### config.mk
export PLATFORM = sky130hd
export DESIGN_NAME = bus_interconnect
export DESIGN_NICKNAME = d
export VERILOG_FILES = /design/src/rtl/bus_interconnect.sv
export SDC_FILE = /design/constraint.sdc
export NUM_CORES = 1
export LEC_CHECK = 0
export CAP_MARGIN = 10
export CORE_ASPECT_RATIO = 0.5
export CORE_MARGIN = 2
export CORE_UTILIZATION = 45
export DETAILED_ROUTE_END_ITERATION = 8
export GPL_TIMING_DRIVEN = 0
export PLACE_DENSITY = 0.76
export SKIP_CTS_REPAIR_TIMING = 1
export SYNTH_ARGS = -nofsm -noshare
export SYNTH_HDL_FRONTEND = slang
export SYNTH_SLANG_ARGS = --single-unit
### constraint.sdc
create_clock -name clk -period 7.1 [get_ports clk]
set_clock_uncertainty 0.05 [all_clocks]
set_input_delay 1.42 -clock clk [delete_from_list [all_inputs] [get_ports clk]]
set_output_delay 1.42 -clock clk [all_outputs]
set_load 0.02 [all_outputs]
### src/rtl/bus_interconnect.sv
// rtl/bus_interconnect.sv - shared-bus interconnect: 2 initiators, 2 targets, 1 split target.
// Optional response watchdog enabled by defining BUS_TIMEOUT_EN.
module bus_interconnect #(
    parameter logic [15:0] T1_BASE        = 16'h0000,
    parameter logic [15:0] T2_BASE        = 16'h4000,
    parameter logic [15:0] T3_BASE        = 16'h8000,
    parameter int          TIMEOUT_CYCLES = 64
) (
    input  logic        clk,
    input  logic        rst_n,
    input  logic        init1_req,
    input  logic [15:0] init1_addr_out,
    input  logic        init1_addr_out_valid,
    input  logic [7:0]  init1_data_out,
    input  logic        init1_data_out_valid,
    input  logic        init1_rw,
    input  logic        init1_ready,
    output logic        init1_grant,
    output logic        init1_ack,
    output logic        init1_split_ack,
    output logic [7:0]  init1_data_in,
    output logic        init1_data_in_valid,
    input  logic        init2_req,
    input  logic [15:0] init2_addr_out,
    input  logic        init2_addr_out_valid,
    input  logic [7:0]  init2_data_out,
    input  logic        init2_data_out_valid,
    input  logic        init2_rw,
    input  logic        init2_ready,
    output logic        init2_grant,
    output logic        init2_ack,
    output logic        init2_split_ack,
    output logic [7:0]  init2_data_in,
    output logic        init2_data_in_valid,
    input  logic        target1_ready,
    input  logic        target1_ack,
    input  logic [7:0]  target1_data_out,
    input  logic        target1_data_out_valid,
    output logic [15:0] target1_addr_in,
    output logic        target1_addr_in_valid,
    output logic [7:0]  target1_data_in,
    output logic        target1_data_in_valid,
    output logic        target1_rw,
    input  logic        target2_ready,
    input  logic        target2_ack,
    input  logic [7:0]  target2_data_out,
    input  logic        target2_data_out_valid,
    output logic [15:0] target2_addr_in,
    output logic        target2_addr_in_valid,
    output logic [7:0]  target2_data_in,
    output logic        target2_data_in_valid,
    output logic        target2_rw,
    input  logic        split_target_ready,
    input  logic        split_target_ack,
    input  logic [7:0]  split_target_data_out,
    input  logic        split_target_data_out_valid,
    input  logic        split_target_split_ack,
    input  logic        split_target_req,
    output logic [15:0] split_target_addr_in,
    output logic        split_target_addr_in_valid,
    output logic [7:0]  split_target_data_in,
    output logic        split_target_data_in_valid,
    output logic        split_target_rw,
    output logic        split_target_grant
);
    typedef enum logic [2:0] {S_IDLE, S_ADDR, S_XFER, S_WAIT_RESP, S_SPLIT_RESP} state_t;
    localparam logic [1:0] SEL_NONE = 2'd0, SEL_T1 = 2'd1, SEL_T2 = 2'd2, SEL_T3 = 2'd3;

    state_t      r_state;
    logic        r_owner, r_rw, r_hold, r_hold_rd, r_split_pending, r_split_owner, r_sgrant;
    logic [1:0]  r_sel, r_grant, r_ack, r_sack, r_dv;
    logic [15:0] r_addr;
    logic [7:0]  r_wdata, r_rdata, r_hold_data, r_din0, r_din1;
    logic [2:0]  r_t_av, r_t_dv, r_t_rw;
    logic [15:0] r_t_addr [0:2];
    logic [7:0]  r_t_data [0:2];

    logic        w_o_addr_v, w_o_rw, w_o_ready, w_t_ready, w_t_ack, w_t_dv, w_split, w_due, w_rd;
    logic [15:0] w_o_addr;
    logic [7:0]  w_o_data, w_t_dout, w_rdata;
    logic [1:0]  w_dec, w_tidx;
    logic        w_unused;

    assign w_o_addr_v = r_owner ? init2_addr_out_valid : init1_addr_out_valid;
    assign w_o_addr   = r_owner ? init2_addr_out : init1_addr_out;
    assign w_o_data   = r_owner ? init2_data_out : init1_data_out;
    assign w_o_rw     = r_owner ? init2_rw : init1_rw;
    assign w_o_ready  = r_owner ? init2_ready : init1_ready;
    assign w_tidx     = r_sel - 2'd1;
    assign w_unused   = ^{init1_data_out_valid, init2_data_out_valid};

    always_comb begin
        w_dec = SEL_NONE;
        if (w_o_addr[15:11] == T1_BASE[15:11])      w_dec = SEL_T1;
        else if (w_o_addr[15:11] == T2_BASE[15:11]) w_dec = SEL_T2;
        else if (w_o_addr[15:12] == T3_BASE[15:12]) w_dec = SEL_T3;
    end

    always_comb begin
        w_t_ready = 1'b0;
        w_t_ack   = 1'b0;
        w_t_dv    = 1'b0;
        w_t_dout  = 8'h00;
        case (r_sel)
            SEL_T1: begin w_t_ready = target1_ready; w_t_ack = target1_ack;
                          w_t_dv = target1_data_out_valid; w_t_dout = target1_data_out; end
            SEL_T2: begin w_t_ready = target2_ready; w_t_ack = target2_ack;
                          w_t_dv = target2_data_out_valid; w_t_dout = target2_data_out; end
            SEL_T3: begin w_t_ready = split_target_ready; w_t_ack = split_target_ack;
                          w_t_dv = split_target_data_out_valid; w_t_dout = split_target_data_out; end
            default: ;
        endcase
    end

    assign w_split = (r_state == S_WAIT_RESP) && !r_hold && (r_sel == SEL_T3) && !r_rw
                     && split_target_split_ack;

    // A response is "due" when it must go to the owner; r_hold parks it while the owner is not ready.
    always_comb begin
        w_due   = 1'b0;
        w_rd    = 1'b0;
        w_rdata = 8'h00;
        if (r_hold) begin
            w_due = 1'b1; w_rd = r_hold_rd; w_rdata = r_hold_data;
        end else begin
            case (r_state)
                S_XFER:       if (r_sel == SEL_NONE) begin w_due = 1'b1; w_rd = !r_rw; end
                S_WAIT_RESP:  if (w_t_ack && !w_split) begin
                                  w_due = 1'b1; w_rd = !r_rw; w_rdata = w_t_dv ? w_t_dout : r_rdata;
                              end
                S_SPLIT_RESP: if (w_t_ack) begin
                                  w_due = 1'b1; w_rd = 1'b1; w_rdata = w_t_dv ? w_t_dout : r_rdata;
                              end
                default: ;
            endcase
        end
    end

`ifdef BUS_TIMEOUT_EN
    localparam int TMO_W = $clog2(TIMEOUT_CYCLES + 1);
    logic [TMO_W-1:0] r_tmo;
`else
    logic w_unused_tmo;
    assign w_unused_tmo = ^TIMEOUT_CYCLES;
`endif

    always_ff @(posedge clk or posedge rst_n) begin
        if (rst_n) begin
            r_state <= S_IDLE; r_owner <= 1'b0; r_rw <= 1'b0; r_hold <= 1'b0; r_hold_rd <= 1'b0;
            r_split_pending <= 1'b0; r_split_owner <= 1'b0; r_sgrant <= 1'b0;
            r_sel <= SEL_NONE; r_grant <= '0; r_ack <= '0; r_sack <= '0; r_dv <= '0;
            r_addr <= '0; r_wdata <= '0; r_rdata <= '0; r_hold_data <= '0; r_din0 <= '0; r_din1 <= '0;
            r_t_av <= '0; r_t_dv <= '0; r_t_rw <= '0;
            for (int i = 0; i < 3; i++) begin r_t_addr[i] <= '0; r_t_data[i] <= '0; end
`ifdef BUS_TIMEOUT_EN
            r_tmo <= '0;
`endif
        end else begin
            r_ack <= '0; r_sack <= '0; r_dv <= '0; r_din0 <= '0; r_din1 <= '0;
            r_t_av <= '0; r_t_dv <= '0;
            for (int i = 0; i < 3; i++) begin r_t_addr[i] <= '0; r_t_data[i] <= '0; end
            case (r_state)
                S_IDLE: begin
                    r_hold <= 1'b0;
                    if (r_split_pending && split_target_req) begin
                        r_sgrant <= 1'b1; r_owner <= r_split_owner; r_sel <= SEL_T3;
                        r_t_rw[2] <= 1'b0; r_rdata <= '0; r_state <= S_SPLIT_RESP;
                    end else if (init1_req) begin
                        r_grant <= 2'b01; r_owner <= 1'b0; r_state <= S_ADDR;
                    end else if (init2_req) begin
                        r_grant <= 2'b10; r_owner <= 1'b1; r_state <= S_ADDR;
                    end
                end
                S_ADDR: if (w_o_addr_v) begin
                    r_addr <= w_o_addr; r_rw <= w_o_rw; r_wdata <= w_o_data;
                    r_sel <= w_dec; r_rdata <= '0; r_state <= S_XFER;
                end
                S_XFER: if (r_sel != SEL_NONE && w_t_ready) begin
                    r_t_av[w_tidx] <= 1'b1; r_t_addr[w_tidx] <= r_addr; r_t_rw[w_tidx] <= r_rw;
                    if (r_rw) begin r_t_data[w_tidx] <= r_wdata; r_t_dv[w_tidx] <= 1'b1; end
                    r_state <= S_WAIT_RESP;
                end
                S_WAIT_RESP: begin
                    if (w_t_dv && !r_hold) r_rdata <= w_t_dout;
                    if (w_split) begin
                        r_sack[r_owner] <= 1'b1; r_split_pending <= 1'b1; r_split_owner <= r_owner;
                        r_grant <= '0; r_state <= S_IDLE;
                    end
                end
                S_SPLIT_RESP: if (w_t_dv && !r_hold) r_rdata <= w_t_dout;
                default: r_state <= S_IDLE;
            endcase
            if (w_due) begin
                if (w_o_ready) begin
                    r_ack[r_owner] <= 1'b1; r_dv[r_owner] <= w_rd;
                    if (r_owner) r_din1 <= w_rd ? w_rdata : 8'h00;
                    else         r_din0 <= w_rd ? w_rdata : 8'h00;
                    if (r_state == S_SPLIT_RESP) r_split_pending <= 1'b0;
                    r_grant <= '0; r_sgrant <= 1'b0; r_hold <= 1'b0; r_state <= S_IDLE;
                end else begin
                    r_hold <= 1'b1; r_hold_rd <= w_rd; r_hold_data <= w_rdata;
                    if (r_state == S_XFER) r_state <= S_WAIT_RESP;
                end
            end
`ifdef BUS_TIMEOUT_EN
            if (r_state == S_XFER || r_state == S_WAIT_RESP || r_state == S_SPLIT_RESP) begin
                if (r_tmo == TMO_W'(TIMEOUT_CYCLES - 1)) begin
                    r_ack[r_owner] <= 1'b1;
                    r_dv[r_owner] <= (r_state == S_SPLIT_RESP) || !r_rw;
                    if (r_owner) r_din1 <= ((r_state == S_SPLIT_RESP) || !r_rw) ? 8'hFF : 8'h00;
                    else         r_din0 <= ((r_state == S_SPLIT_RESP) || !r_rw) ? 8'hFF : 8'h00;
                    if (r_state == S_SPLIT_RESP) r_split_pending <= 1'b0;
                    r_grant <= '0; r_sgrant <= 1'b0; r_hold <= 1'b0; r_state <= S_IDLE; r_tmo <= '0;
                end else begin
                    r_tmo <= r_tmo + 1'b1;
                end
            end else begin
                r_tmo <= '0;
            end
`endif
        end
    end

    assign init1_grant = r_grant[0];  assign init2_grant = r_grant[1];
    assign init1_ack = r_ack[0];      assign init2_ack = r_ack[1];
    assign init1_split_ack = r_sack[0]; assign init2_split_ack = r_sack[1];
    assign init1_data_in = r_din0;    assign init2_data_in = r_din1;
    assign init1_data_in_valid = r_dv[0]; assign init2_data_in_valid = r_dv[1];
    assign target1_addr_in = r_t_addr[0]; assign target1_addr_in_valid = r_t_av[0];
    assign target1_data_in = r_t_data[0]; assign target1_data_in_valid = r_t_dv[0];
    assign target1_rw = r_t_rw[0];
    assign target2_addr_in = r_t_addr[1]; assign target2_addr_in_valid = r_t_av[1];
    assign target2_data_in = r_t_data[1]; assign target2_data_in_valid = r_t_dv[1];
    assign target2_rw = r_t_rw[1];
    assign split_target_addr_in = r_t_addr[2]; assign split_target_addr_in_valid = r_t_av[2];
    assign split_target_data_in = r_t_data[2]; assign split_target_data_in_valid = r_t_dv[2];
    assign split_target_rw = r_t_rw[2];
    assign split_target_grant = r_sgrant;
endmodule

==> out/summary.txt <==
Status -> completed
Die area -> 0.0155 mm^2
DR vias/cell -> 4.99
Max_cap viols -> 0
DR pass1 iterations -> 4
# IOs -> 201
Internal -> 1.97 mW
Chip height -> 89.0 um
Max IR drop VDD -> 0.208 mV
WL met3 -> 817 um
CTS Root Cell -> clkbuf_16
Gate power share -> 33.4%
FF+latch count, synth -> 157
# DRC -> 0
Uppermost layer routed -> met4
Reg power frac -> 37.7%
Worst hold slack -> 0.435 ns
Setup CP Type -> in -> reg
Worst Setup Start Kind -> input pin
CTS H-tree depth -> 4
Number of diodes -> 0
Global-route wire length before repair -> 25200 um
Power per cell area -> 326 mW/mm^2
CORE AREA -> 0.0138 mm^2
Routed Antenna Nets -> 0
Pin count of the biggest net entering global routing -> 91
Drt initial violations -> 286
Synth cell count leaders -> dfrtp_1, and2_1, mux2i_1
Routed wire per std cell -> 16.5 um
Worst Path Required -> 7.36 ns
Period utilization -> 41.8%
Leak pwr -> 4.39 nW
Top_reg_cell synth -> dfrtp_1
Post-synth top area cell -> dfrtp_1
Yosys top cell area share -> 60.4%
Vias -> 4885
Critical path arrival -> 3.23 ns
Routability cong. -> 0.789
GRT Util Overall -> 21.3%
Seq/Total Area, Yosys -> 60.4%
Area of placed instances -> 0.00876 mm^2
Synth warnings -> 0
Ys async rst share -> 100%
P_sw -> 1.08 mW
CTS clk-pin slew, worst paths -> 0.07 ns
Least-Margin Pin Slew -> 0.848 ns
Fmax -> 337 MHz
Site row count -> 30
Initial Util -> 47.1%
Syn avg cell area -> 11.7 um^2
Worst skew pair latency -> 0.42 ns
Fin util -> 67.6%
Nets -> 869
Slew Viols, Final -> 0
RSZ-0062 raised after global routing -> false
Clock power share -> 28.9%
Post-Syn Area -> 0.00650 mm^2
Final worst path period need -> 2.97 ns
Antenna violations before repair -> 0
Post-synth EDFFs -> 0
Drt total wl -> 16200 um
TritonCTS clock tree -> done
Mapped Nets -> 651
Final hold violation count -> 0
Count of different cell masters after synthesis -> 51
Worst Setup End Kind -> register
Vias in the first global route -> 4782
M1 WL -> 6860 um
Synth area leaders -> dfrtp_1, mux2i_1, and2_1
CTS Sinks -> 157
Hpwl dp -> 11500 um
CTS max path bufs -> 2
Grt ovf -> 0
# port buffers -> 198
Met2 Wirelength -> 8260 um
Die span in x -> 174 um
Final setup violating endpoints -> 0
Hold WC Path Type -> reg -> reg
Switching Share -> 35.4%
Most frequent cell after synthesis -> dfrtp_1
Clock buffers created by TritonCTS -> 17
Post-Synthesis Cells -> 556
Critical path fanouts, max -> 10
Worst slew margin -> 43.4%
Area Growth Syn to Fin -> 43.5%
Post-Layout Inst Area -> 0.00933 mm^2
Fraction of layout cells with a size suffix above 1 -> 9.91%
# fillers -> 1069
Final Power -> 3.04 mW
-- area by class of cell --
type / count / area (um^2) / area share [%]
tap: 192 / 240 / 2.57
sequential: 157 / 3930 / 42.1
multi-input combinational: 349 / 2350 / 25.2
timing repair buffer: 199 / 2010 / 21.5
inverter: 15 / 61.3 / 0.657
buffer: 35 / 166 / 1.78
clock inverter: 13 / 121 / 1.30
clock buffer: 19 / 453 / 4.85
-- per-stage QoR --
step	instances	TNS [ns]	setup WS [ns]
6_report	979	0	4.13
5_1_grt	979	0	4.00
4_1_cts	979	0	4.14
3_5_place_dp	947	0	3.71
3_3_place_gp	946	-73.36	-0.473
2_1_floorplan	556	0	1.40
-- placed cells by master (no fill, tap or decap), types with 11 or more instances in the layout --
cell type	synthesis	layout
clkdlybuf4s50_1	0	198
clkbuf_16	0	17
and2_1	53	53
clkbuf_1	22	22
o21ai_1	29	29
nor2_1	35	35
and3_1	26	26
dfrtp_1	157	157
inv_1	12	11
mux2i_1	50	50
a21oi_1	19	19
nand2_1	40	40
-- critical path, stage by stage --
cell	delay [ns]
clkdlybuf4s50_1	0.45
mux2_2	0.31
a22oi_2	0.28
a211o_2	0.21
buf_2	0.24
a2bb2oi_1	0.24
nor2_1	0.07
-- layer usage --
layer  global-route usage [%]  vias to the layer above
li1                         -                     2324
met1                     27.0                     2402
met2                     37.5                      143
met3                     4.25                       16
met4                     7.79                        0
met5                        0                        -
-- flip-flops by register name (all words and copies together), names as in the netlist, 3 cells and up, named ones only --
register,flops
r_t_av,3
init1_data_in,8
split_target_addr_in,16
r_addr,16
r_hold_data,8
split_target_data_in,8
target1_data_in,8
init2_data_in,8
target2_data_in,8
r_t_dv,3
r_state,3
target1_addr_in,16
r_wdata,8
r_rdata,8
target2_addr_in,16
-- power by group through the flow --
stage          clock (mW)  sequential, mW  combinational, mW
2_1_floorplan           0            1.17              0.672
3_3_place_gp            0            1.15              0.997
3_5_place_dp            0            1.16               1.02
4_1_cts             0.894            1.15               1.02
5_1_grt             0.931            1.17               1.12
6_report            0.878            1.15               1.02
-- kinds of logic after synthesis --
| family | count (synthesis) | synth area share [%] |
|---|---|---|
| multiplexers | 58 | 9.48 |
| AND/OR/NAND/NOR | 201 | 17.6 |
| AO/OA/AOI/OAI | 90 | 9.06 |
| flip-flops | 157 | 60.4 |
| buffers and inverters | 50 | 3.42 |
-- path summary, 6_finish.rpt --
| kind | startpoint | end | slack (ns) | depth (start not counted) |
|---|---|---|---|---|
| worst max-delay path | split_target_ack | init1_data_in[4]$_DFF_PP0_ | 4.13 | 7 |
| worst min-delay path | r_t_rw[2]$_DFFE_PP0P_ | r_t_rw[2]$_DFFE_PP0P_ | 0.44 | 1 |
| worst max register to register | r_state[2]$_DFF_PP0_ | r_t_dv[1]$_DFF_PP0_ | 4.93 | 5 |
| worst min register to register | r_t_rw[2]$_DFFE_PP0P_ | r_t_rw[2]$_DFFE_PP0P_ | 0.44 | 1 |
| max in group asynchronous | rst_n | target1_addr_in[1]$_DFF_PP0_ | 4.73 | 3 |
| min in group asynchronous | rst_n | r_sack[0]$_DFF_PP0_ | 1.42 | 2 |
Power figures use the tool's default switching activity.
